===== src/rtl/comparator_sweeper.sv =====
// Exhaustive stimulus/check engine for a WIDTH-bit magnitude comparator (x=a>b, y=a==b, z=a<b).
// Optional: define COMPARATOR_SWEEPER_STOP_ON_FAIL_EN to end the sweep on the first failing vector.
module comparator_sweeper #(
    parameter int WIDTH  = 4,
    parameter int SETTLE = 1
) (
    input  logic               clk,
    input  logic               rst_n,
    input  logic               start,
    output logic [WIDTH-1:0]   a_out,
    output logic [WIDTH-1:0]   b_out,
    input  logic               x_in,
    input  logic               y_in,
    input  logic               z_in,
    output logic               busy,
    output logic               done,
    output logic               pass,
    output logic [2*WIDTH:0]   err_count,
    output logic [WIDTH-1:0]   fail_a,
    output logic [WIDTH-1:0]   fail_b
);

    // state | meaning
    // IDLE  | waiting for start, operands held at 0
    // APPLY | first cycle of a vector period, settle timer loaded
    // WAIT  | settle timer running; terminal count is the sample edge
    // DONE  | sweep finished, results held until start or reset

    localparam int IW        = 2 * WIDTH;
    localparam int SETTLE_M1 = (SETTLE > 0) ? SETTLE - 1 : 0;
    localparam int CW        = (SETTLE_M1 > 0) ? $clog2(SETTLE_M1 + 1) : 1;

    typedef enum logic [1:0] {S_IDLE, S_APPLY, S_WAIT, S_DONE} state_t;

    state_t          state, state_nxt;
    logic [IW-1:0]   idx;
    logic [CW-1:0]   settle_cnt;
    logic            start_ok;
    logic            sample;
    logic            last_vec;
    logic            mismatch;
    logic            finish;
    logic [2:0]      flags_exp;

    assign a_out     = idx[IW-1:WIDTH];
    assign b_out     = idx[WIDTH-1:0];
    assign start_ok  = start && ((state == S_IDLE) || (state == S_DONE));
    assign last_vec  = &idx;
    assign flags_exp = {a_out > b_out, a_out == b_out, a_out < b_out};
    assign mismatch  = {x_in, y_in, z_in} != flags_exp;

    // With SETTLE=0 every APPLY cycle is already a sample edge.
    always_comb begin
        sample = 1'b0;
        if (state == S_APPLY)
            sample = (SETTLE == 0);
        else if (state == S_WAIT)
            sample = (settle_cnt == '0);
    end

`ifdef COMPARATOR_SWEEPER_STOP_ON_FAIL_EN
    assign finish = sample && (last_vec || mismatch);
`else
    assign finish = sample && last_vec;
`endif

    always_ff @(posedge clk or negedge rst_n) begin
        if (!rst_n)
            state <= S_IDLE;
        else
            state <= state_nxt;
    end

    always_comb begin
        state_nxt = state;
        case (state)
            S_IDLE, S_DONE: begin
                if (start)
                    state_nxt = S_APPLY;
            end
            S_APPLY, S_WAIT: begin
                if (sample)
                    state_nxt = finish ? S_DONE : S_APPLY;
                else
                    state_nxt = S_WAIT;
            end
            default: state_nxt = S_IDLE;
        endcase
    end

    always_comb begin
        busy = (state == S_APPLY) || (state == S_WAIT);
        done = (state == S_DONE);
        pass = done && (err_count == '0);
    end

    // idx wraps to 0 after the last vector, so operands park at 0 in DONE.
    always_ff @(posedge clk or negedge rst_n) begin
        if (!rst_n) begin
            idx        <= '0;
            settle_cnt <= '0;
            err_count  <= '0;
            fail_a     <= '0;
            fail_b     <= '0;
        end else if (start_ok) begin
            idx        <= '0;
            settle_cnt <= CW'(SETTLE_M1);
            err_count  <= '0;
            fail_a     <= '0;
            fail_b     <= '0;
        end else begin
            if (state == S_APPLY)
                settle_cnt <= CW'(SETTLE_M1);
            else if ((state == S_WAIT) && !sample)
                settle_cnt <= settle_cnt - 1'b1;

            if (sample) begin
                if (mismatch) begin
                    err_count <= err_count + 1'b1;
                    if (err_count == '0) begin
                        fail_a <= a_out;
                        fail_b <= b_out;
                    end
                end
                idx <= finish ? '0 : idx + 1'b1;
            end
        end
    end

endmodule

===== config.mk =====
export PLATFORM = sky130hd
export DESIGN_NAME = comparator_sweeper
export DESIGN_NICKNAME = d
export VERILOG_FILES = /design/src/rtl/comparator_sweeper.sv
export SDC_FILE = /design/constraint.sdc
export NUM_CORES = 1
export LEC_CHECK = 0
export ABC_AREA = 1
export ABC_CLOCK_PERIOD_IN_PS = 5200
export CORE_MARGIN = 2
export CORE_UTILIZATION = 55
export DETAILED_ROUTE_END_ITERATION = 10
export PLACE_DENSITY_LB_ADDON = 0.15
export SYNTH_ARGS = -nofsm -noshare
export SYNTH_HDL_FRONTEND = slang
export SYNTH_SLANG_ARGS = --single-unit

===== constraint.sdc =====
create_clock -name clk -period 5.2 [get_ports clk]
set_clock_uncertainty 0.05 [all_clocks]
set_input_delay 1.3 -clock clk [delete_from_list [all_inputs] [get_ports clk]]
set_output_delay 1.3 -clock clk [all_outputs]
set_load 0.02 [all_outputs]

# [Word-level counts from Yosys, hierarchy flattened]
# Index checks and enable logic that the tools add are counted.
[totals] regBits=28 inputBits=6 output_inout_bits=28 elab_cells=59
[op_classes] n_addsub=3 order_cmp=2 eq_ne=6 mux=23 bitwise=1 reduce_logical=18
[ops] cell="$mux W4" count=8
[ops] cell="$mux W9" count=3
[ops] cell="$mux W8" count=3
[ops] cell="$add A9 B1 Y9 const B" count=1
[ops] cell="$logic_not A9 Y1" count=1
[ops] cell="$add A8 B1 Y8 const B" count=1
[ops] cell="$reduce_and A8 Y1" count=1
[ops] cell="$mux W2" count=3
[ops] cell="$reduce_bool A2 Y1" count=3
[ops] cell="$mux W1" count=5
[ops] cell="$eq A2 B2 Y1 const B" count=2
[ops] cell="$eq A4 B4 Y1" count=1
[ops] cell="$gt A4 B4 Y1" count=1
[ops] cell="$logic_and A1 B1 Y1" count=4
[ops] cell="$lt A4 B4 Y1" count=1
[ops] cell="$pmux W2 S2" count=1
[ops] cell="$reduce_or A2 Y1" count=2
[ops] cell="$ne A3 B3 Y1" count=1
[ops] cell="$reduce_and A3 Y1" count=1
[ops] cell="$reduce_bool A3 Y1" count=1
[ops] cell="$eq A2 B1 Y1 const B" count=1
[ops] cell="$logic_not A2 Y1" count=1
[ops] cell="$logic_or A1 B1 Y1" count=2
[ops] cell="$ne A2 B2 Y1 const B" count=1
[ops] cell="4 further kinds" count=4

# [Depth between registers and ports, before layout]
# Gate-level depths: netlist of run 1.
[depth] word_depth=8 ltp_mapped=15 ltp_nobuf=14

# [Worst setup path after synthesis of run 1]
# Ideal clock, no wire load.
[synth_timing] path_type="register -> output" start="reg err_count[0]" end="out pass" arrival_time_ns=1.334 required_ns=3.850 path_slack_ns=2.516 stages_incl_launch_ff=7 n_path_buf=0 cell_sequence="dfrtp_1 inv_1 ha_1 nand2_1 nor3_1 nand4_1 nor2_1"
[synth_via] elab_chain_len=2
[synth_rtl] item="from (decl)" line="18" text="output logic [2*WIDTH:0] err_count,"
[synth_rtl] item="from (signal assigned)" line="119" text="err_count <= err_count + 1'b1;"
[synth_rtl] item="$logic_not A9 Y1" line="94" text="pass = done && (err_count == '0);"
[synth_rtl] item="$logic_and A1 B1 Y1" line="94"
[synth_rtl] item="to (decl)" line="17" text="output logic pass,"
# Every way passes these cells.

# [Worst setup path in the final report of run 1]
# Same ends and word-level chain as after synthesis.

==> impl_metrics.ini, run 1 <==
[clocking]
cts_resized = 0
htree_levels = 1
clk_latency_ns = 0.32
cts_tree = built
clk_pin_slew_worst_paths_ns = 0.14
root_buffer = clkbuf_4
cts_max_path_buffers = 2
holdBufCountCts = 0
cts_buffers = 3
cts_setup_buffers = 0
clock-sinks = 28

[place]
dpl_cell_area_um2 = 2136
portBuffers = 33
dp_cells = 287
dpl.hpwl_mm = 2.836
place_congestion = 0.8731

[final_layout]
stdcell_area_um2 = 2158
syn_to_final_growth_pct = 20.97
final_nets = 264
fill_cells = 255
num_antenna_cells = 0
fin_cells = 290
drive_gt1_share_pct = 16.67

[route]
drtIter0Drc = 91
vias_per_cell = 5.317
via_count = 1542
wl_mm = 3.627
postRouteAntennaNets = 0
post_drt_wl_per_cell_um = 12.51
drc = 0
first_pass_iters = 4

[logic_synthesis]
yosys-top-cells-count = nand2_1 (42), dfrtp_1 (28), inv_1 (25), nand4_1 (16), nor2_1 (15)
syn_inst = 213
postSynth.asyncResetShare_pct = 100.0
synth_compound_area_share_pct = 9.467
synthXorXnorAreaFrac_pct = 1.473
netlist_top_cells_area = dfrtp_1 (39%), nand2_1 (8.8%), ha_1 (7.0%)
synth_top_area_share_pct = 39.27
syn-num-nets = 229
yosys_warnings = 0
postSynthRegisterBits = 28
synth_cell_types = 31
syn-mean-instance-area_um2 = 8.377
synth_top_family_by_area = simple AND/OR/NAND/NOR gates
synth_area_um2 = 1784
synth-seq-area-share_pct = 39.27
synth_edf_count = 0
synthFlopType = dfrtp_1
synth_most_common_cell = nand2_1
synth_mux_area_share_pct = 0
synth.largest_area_cell = dfrtp_1
yosys.area_share.simple_pct = 34.57
synth-adder-area-share_pct = 7.013

[power]
ir_drop_v = 0.0002545
power_density_nw_per_um2 = 443.1
p_leak_nw = 1.017

[timing]
period_share_pct = 66.91
fmax_mhz = 287.4
finalHoldViolations = 0
finalSetupViolations = 0
period_needed_ns = 3.479
rsz0062_at_grt = false
max_slew_margin_pct = 63.30
hold_ws_ns = 0.4395
finalMaxSlewViolations = 0
tightest_slew_ns = 0.5491
setup_tns_ns = 0

[job]
cap_violations = 0

[die]
die-area_um2 = 3716
core-area_um2 = 3078
die_h_um = 60.96
rows = 20
io_pins = 34
fp.dieW_um = 60.96
initial_core_util_pct = 57.97

[worst_setup_path]
worstPathArrival_ns = 2.13
critPathLaunchType = register
worstRegToRegCells = 9
critPathKind = register to output pin
cpPeakStageDelay_ns = 0.61
cp_cell_sequence = inv_1, ha_1, nand2_1, nor3_1, nand4_1, nor2_1, clkdlybuf4s50_1
cp-end-kind = output pin
worstPathRequired_ns = 3.85
crit_fanout = 7
crit_path_top_delay_cell = clkdlybuf4s50_1

[worst_hold_path]
hp-class = register to register
whs_path_depth = 2

[status]
status = finished, final reports clean

[global_routing]
grt_util_all_layers_pct = 22.01
grt_pass1_vias = 1466
grt.overflow.total = 0
grt_pass1_wl_mm = 6.127
grt_max_degree = 29
antenna_found_initial = 0
layout make-up:
class	count	area [µm²]	area share, %
clock buffer	3	22.52	1.043
sequential	28	700.7	32.46
timing repair buffer	34	337.8	15.65
tap	44	55.05	2.551
multi-input combinational	153	937.1	43.42
inverter	28	105.1	4.870
per-stage QoR:
| step | total power, W | utilization [%] | setup slack, ns |
|---|---|---|---|
| 4_1_cts | 0.0009701 | 70.12 | 1.691 |
| 2_1_floorplan | 0.0007516 | - | 2.516 |
| 3_3_place_gp | 0.0008686 | 69.39 | 2.061 |
| 3_5_place_dp | 0.0008804 | 69.39 | 2.067 |
| 6_report | 0.0009565 | 70.12 | 1.721 |
| 5_1_grt | 0.001038 | 70.12 | 1.594 |
registers in the layout (all words and copies together) (netlist names):
register	count
err_count	9
idx	8
settle_cnt	1
fail_b	4
fail_a	4
state	2
report_power, final:
part	internal [W]	leakage, nW	total [W]	switching [W]
logic	0.000199	0.621	0.000580	0.000381
clock network	0.0000271	0.0138	0.0000869	0.0000598
registers	0.000252	0.382	0.000290	0.0000381
per-layer routing:
metal  global-route usage (%)  share of wire (%)  vias to the layer above
li1                         -                  -                      778
met1                    27.63                 44                      721
met2                    39.63                 52                       41
met3                    4.051                3.7                        2
met4                    4.348               0.36                        0
met5                        0                  0                        -
layout by cell type, fill, tap and decap left out, drive strengths merged:
cell type	netlist	routed
nand2	57	57
clkdlybuf4s50	0	33
dfrtp	28	28
inv	28	28
nor2	19	19
nand4	16	16
nand3	14	14
o21ai	13	13
ha	10	10
a21oi	7	7
nor3	5	5
clkbuf	0	3
xor2	2	2
nand3b	2	2
a22oi	2	2
or2	2	2
a31o	1	1
o311ai	1	1
xnor2	1	1
o22ai	1	1
buf	4	1
worst max-delay path: cells and delay by family, from the launching register on:
kind                     cells  cell delay, ns
adder cells (fa/ha/maj)      1            0.15
buffers and inverters        2            0.71
AND/OR/NAND/NOR              4            0.47
flip-flops                   1            0.48
kinds of logic (layout without fill, tap and decap cells):
logic type / Yosys count / in the layout
and+or+nand+nor: 115 / 115
buffers and inverters: 32 / 65
DFF: 28 / 28
AOI/OAI and AO/OA: 25 / 25
adders and majority gates: 10 / 10
xor gates and xnor gates: 3 / 3
final timing paths:
path,start,to,slack (ns)
setup / recovery,err_count[0],pass,1.72
hold / removal,fail_b[0],fail_b[0],0.44
setup reg to reg,state[0],err_count[3],3.10
hold reg to reg,fail_b[0],fail_b[0],0.44
max in group asynchronous,rst_n,idx[5],3.55
min in group asynchronous,rst_n,settle_cnt,1.28
(Power assumes the default switching activity.)
==> run 2, diff against run 1 <==
ABC_CLOCK_PERIOD_IN_PS = 2790   (was 5200)
CORE_UTILIZATION = 47   (was 55)
clock period = 2.79 ns   (was 5.2 ns; I/O delays follow)
==> run 2 against run 1 <==
Net effect: cell count up 2.1%; flip-flop and latch count unchanged; total power up 100%; critical path depth unchanged; global-route usage down 3.5 points; clock power rose to 3.7 times the previous value; die area up 16%; combinational power up 88%; non-clock buffer count up 1; cell area up 2.8%; sequential power up 87%; critical path type unchanged.
==> impl_metrics.ini, run 2 (synthesis results as in run 1) <==
[die]
io_pins = 34
fp.dieW_um = 65.62
rows = 22
initial_core_util_pct = 48.74
die-area_um2 = 4305
core-area_um2 = 3661
die_h_um = 65.62

[global_routing]
grt_util_met1_pct = 26.23
grt_util_all_layers_pct = 18.54
grt.overflow.total = 0
grt_use_met3_pct = 2.397
grt-busiest-layer = met2
grt_pass1_wl_mm = 6.279
met2_usage_pct = 29.21
grt_max_degree = 29
grt_pass1_vias = 1354
antenna_found_initial = 0

[final_layout]
mostFrequentLayoutCell = nand2_1
stdcell_area_um2 = 2218
top_regs = err_count: 9 flops, idx: 8 flops
largest_reg_flops = 9
regMostFlops = err_count
syn_to_final_growth_pct = 24.33
final_cell_mix = nand2_1 (42), clkdlybuf4s50_1 (32), dfrtp_1 (28), inv_1 (25), nand4_1 (16)
drive_gt1_share_pct = 17.34
num_antenna_cells = 0
final_nets = 265

[route]
vias_per_cell = 5.061
drc = 0
via_count = 1498
post_drt_wl_per_cell_um = 12.29
postRouteAntennaNets = 0
drtIter0Drc = 102
wl_mm = 3.637
first_pass_iters = 4

[place]
place_congestion = 0.8536
dpl_cell_area_um2 = 2148
dpl.hpwl_mm = 2.720
portBuffers = 33

[timing]
finalSetupViolations = 0
rsz0062_at_grt = false
tightest_slew_ns = 0.4680
finalHoldViolations = 0
setup_tns_ns = 0
finalMaxSlewViolations = 0
period_needed_ns = 2.545
fmax_mhz = 392.9
max_slew_margin_pct = 68.40
period_share_pct = 91.23

[clocking]
clk_pin_slew_worst_paths_ns = 0.10
cts_tree = built
clk_latency_ns = 0.27
htree_levels = 1
root_buffer = clkbuf_8
cts_buffers = 3
clock-sinks = 28
cts_max_path_buffers = 2

[worst_setup_path]
worstPathRequired_ns = 2.04
critPathKind = register to output pin
critPathLaunchType = register
worstPathArrival_ns = 1.80
cp-end-kind = output pin
crit_fanout = 7

[status]
status = finished, final reports clean

[power]
ir_drop_v = 0.0004683
power_density_nw_per_um2 = 879.1
p_leak_nw = 1.047

[worst_hold_path]
hp-class = register to register

[job]
cap_violations = 0
## run 2: routing by layer
| layer | vias up | part of all wire (%) |
|---|---|---|
| met2 | 36 | 47 |
| li1 | 776 | - |
| met5 | - | 0 |
| met4 | 0 | 1.8 |
| met3 | 8 | 4.0 |
| met1 | 678 | 48 |
## run 2: final timing paths
check | to | from | slack [ns] | cells past startpoint
worst min register to register | fail_a[1] | fail_a[1] | 0.43 | 2
worst max-delay path | pass | err_count[0] | 0.24 | 7
min in group asynchronous | err_count[6] | rst_n | 0.75 | 2
max in group asynchronous | idx[2] | rst_n | 1.66 | 2
worst max register to register | err_count[3] | idx[3] | 0.74 | 10
worst min-delay path | fail_a[1] | fail_a[1] | 0.43 | 2
## run 2: what timing repair did
action	in CTS	in global routing
setup buffers	0	0
endpoints found under the setup margin	1	0
hold buffers	0	0
gates resized for setup	1	0
## run 2: critical path: stages (launching register included)
cell	delay [ns]
dfrtp_1	0.46
inv_1	0.10
ha_1	0.14
nand2_1	0.05
nor3_1	0.14
nand4_1	0.17
nor2_1	0.12
dlygate4sd2_1	0.33
## run 2: layout make-up
type                       count  area [µm²]
multi-input combinational    153       937.1
clock inverter                 1       30.03
sequential                    28       700.7
timing repair buffer          35       344.1
tap                           48       60.06
inverter                      28       105.1
fill                         334        1443
clock buffer                   3       41.29
## run 2: power breakdown
group / internal [W] / switching (W) / total (W) / leakage, nW
sequential: 0.000469 / 0.0000739 / 0.000543 / 0.382
clock: 0.000192 / 0.000126 / 0.000318 / 0.0357
combinational: 0.000372 / 0.000717 / 0.00109 / 0.629
## run 2: through the flow
step                setup slack, ns  util, %  hold slack [ns]  cells  total power (W)
floorplan                    0.7083        -           0.3519    213         0.001401
global placement             0.3148    58.68           0.4066    292         0.001642
detailed placement           0.2630    58.68           0.4132    292         0.001650
CTS                          0.2213    60.59           0.4371    296         0.001968
global route                0.06348    60.59           0.4582    296         0.002116
finish                       0.2447    60.59           0.4326    296         0.001950
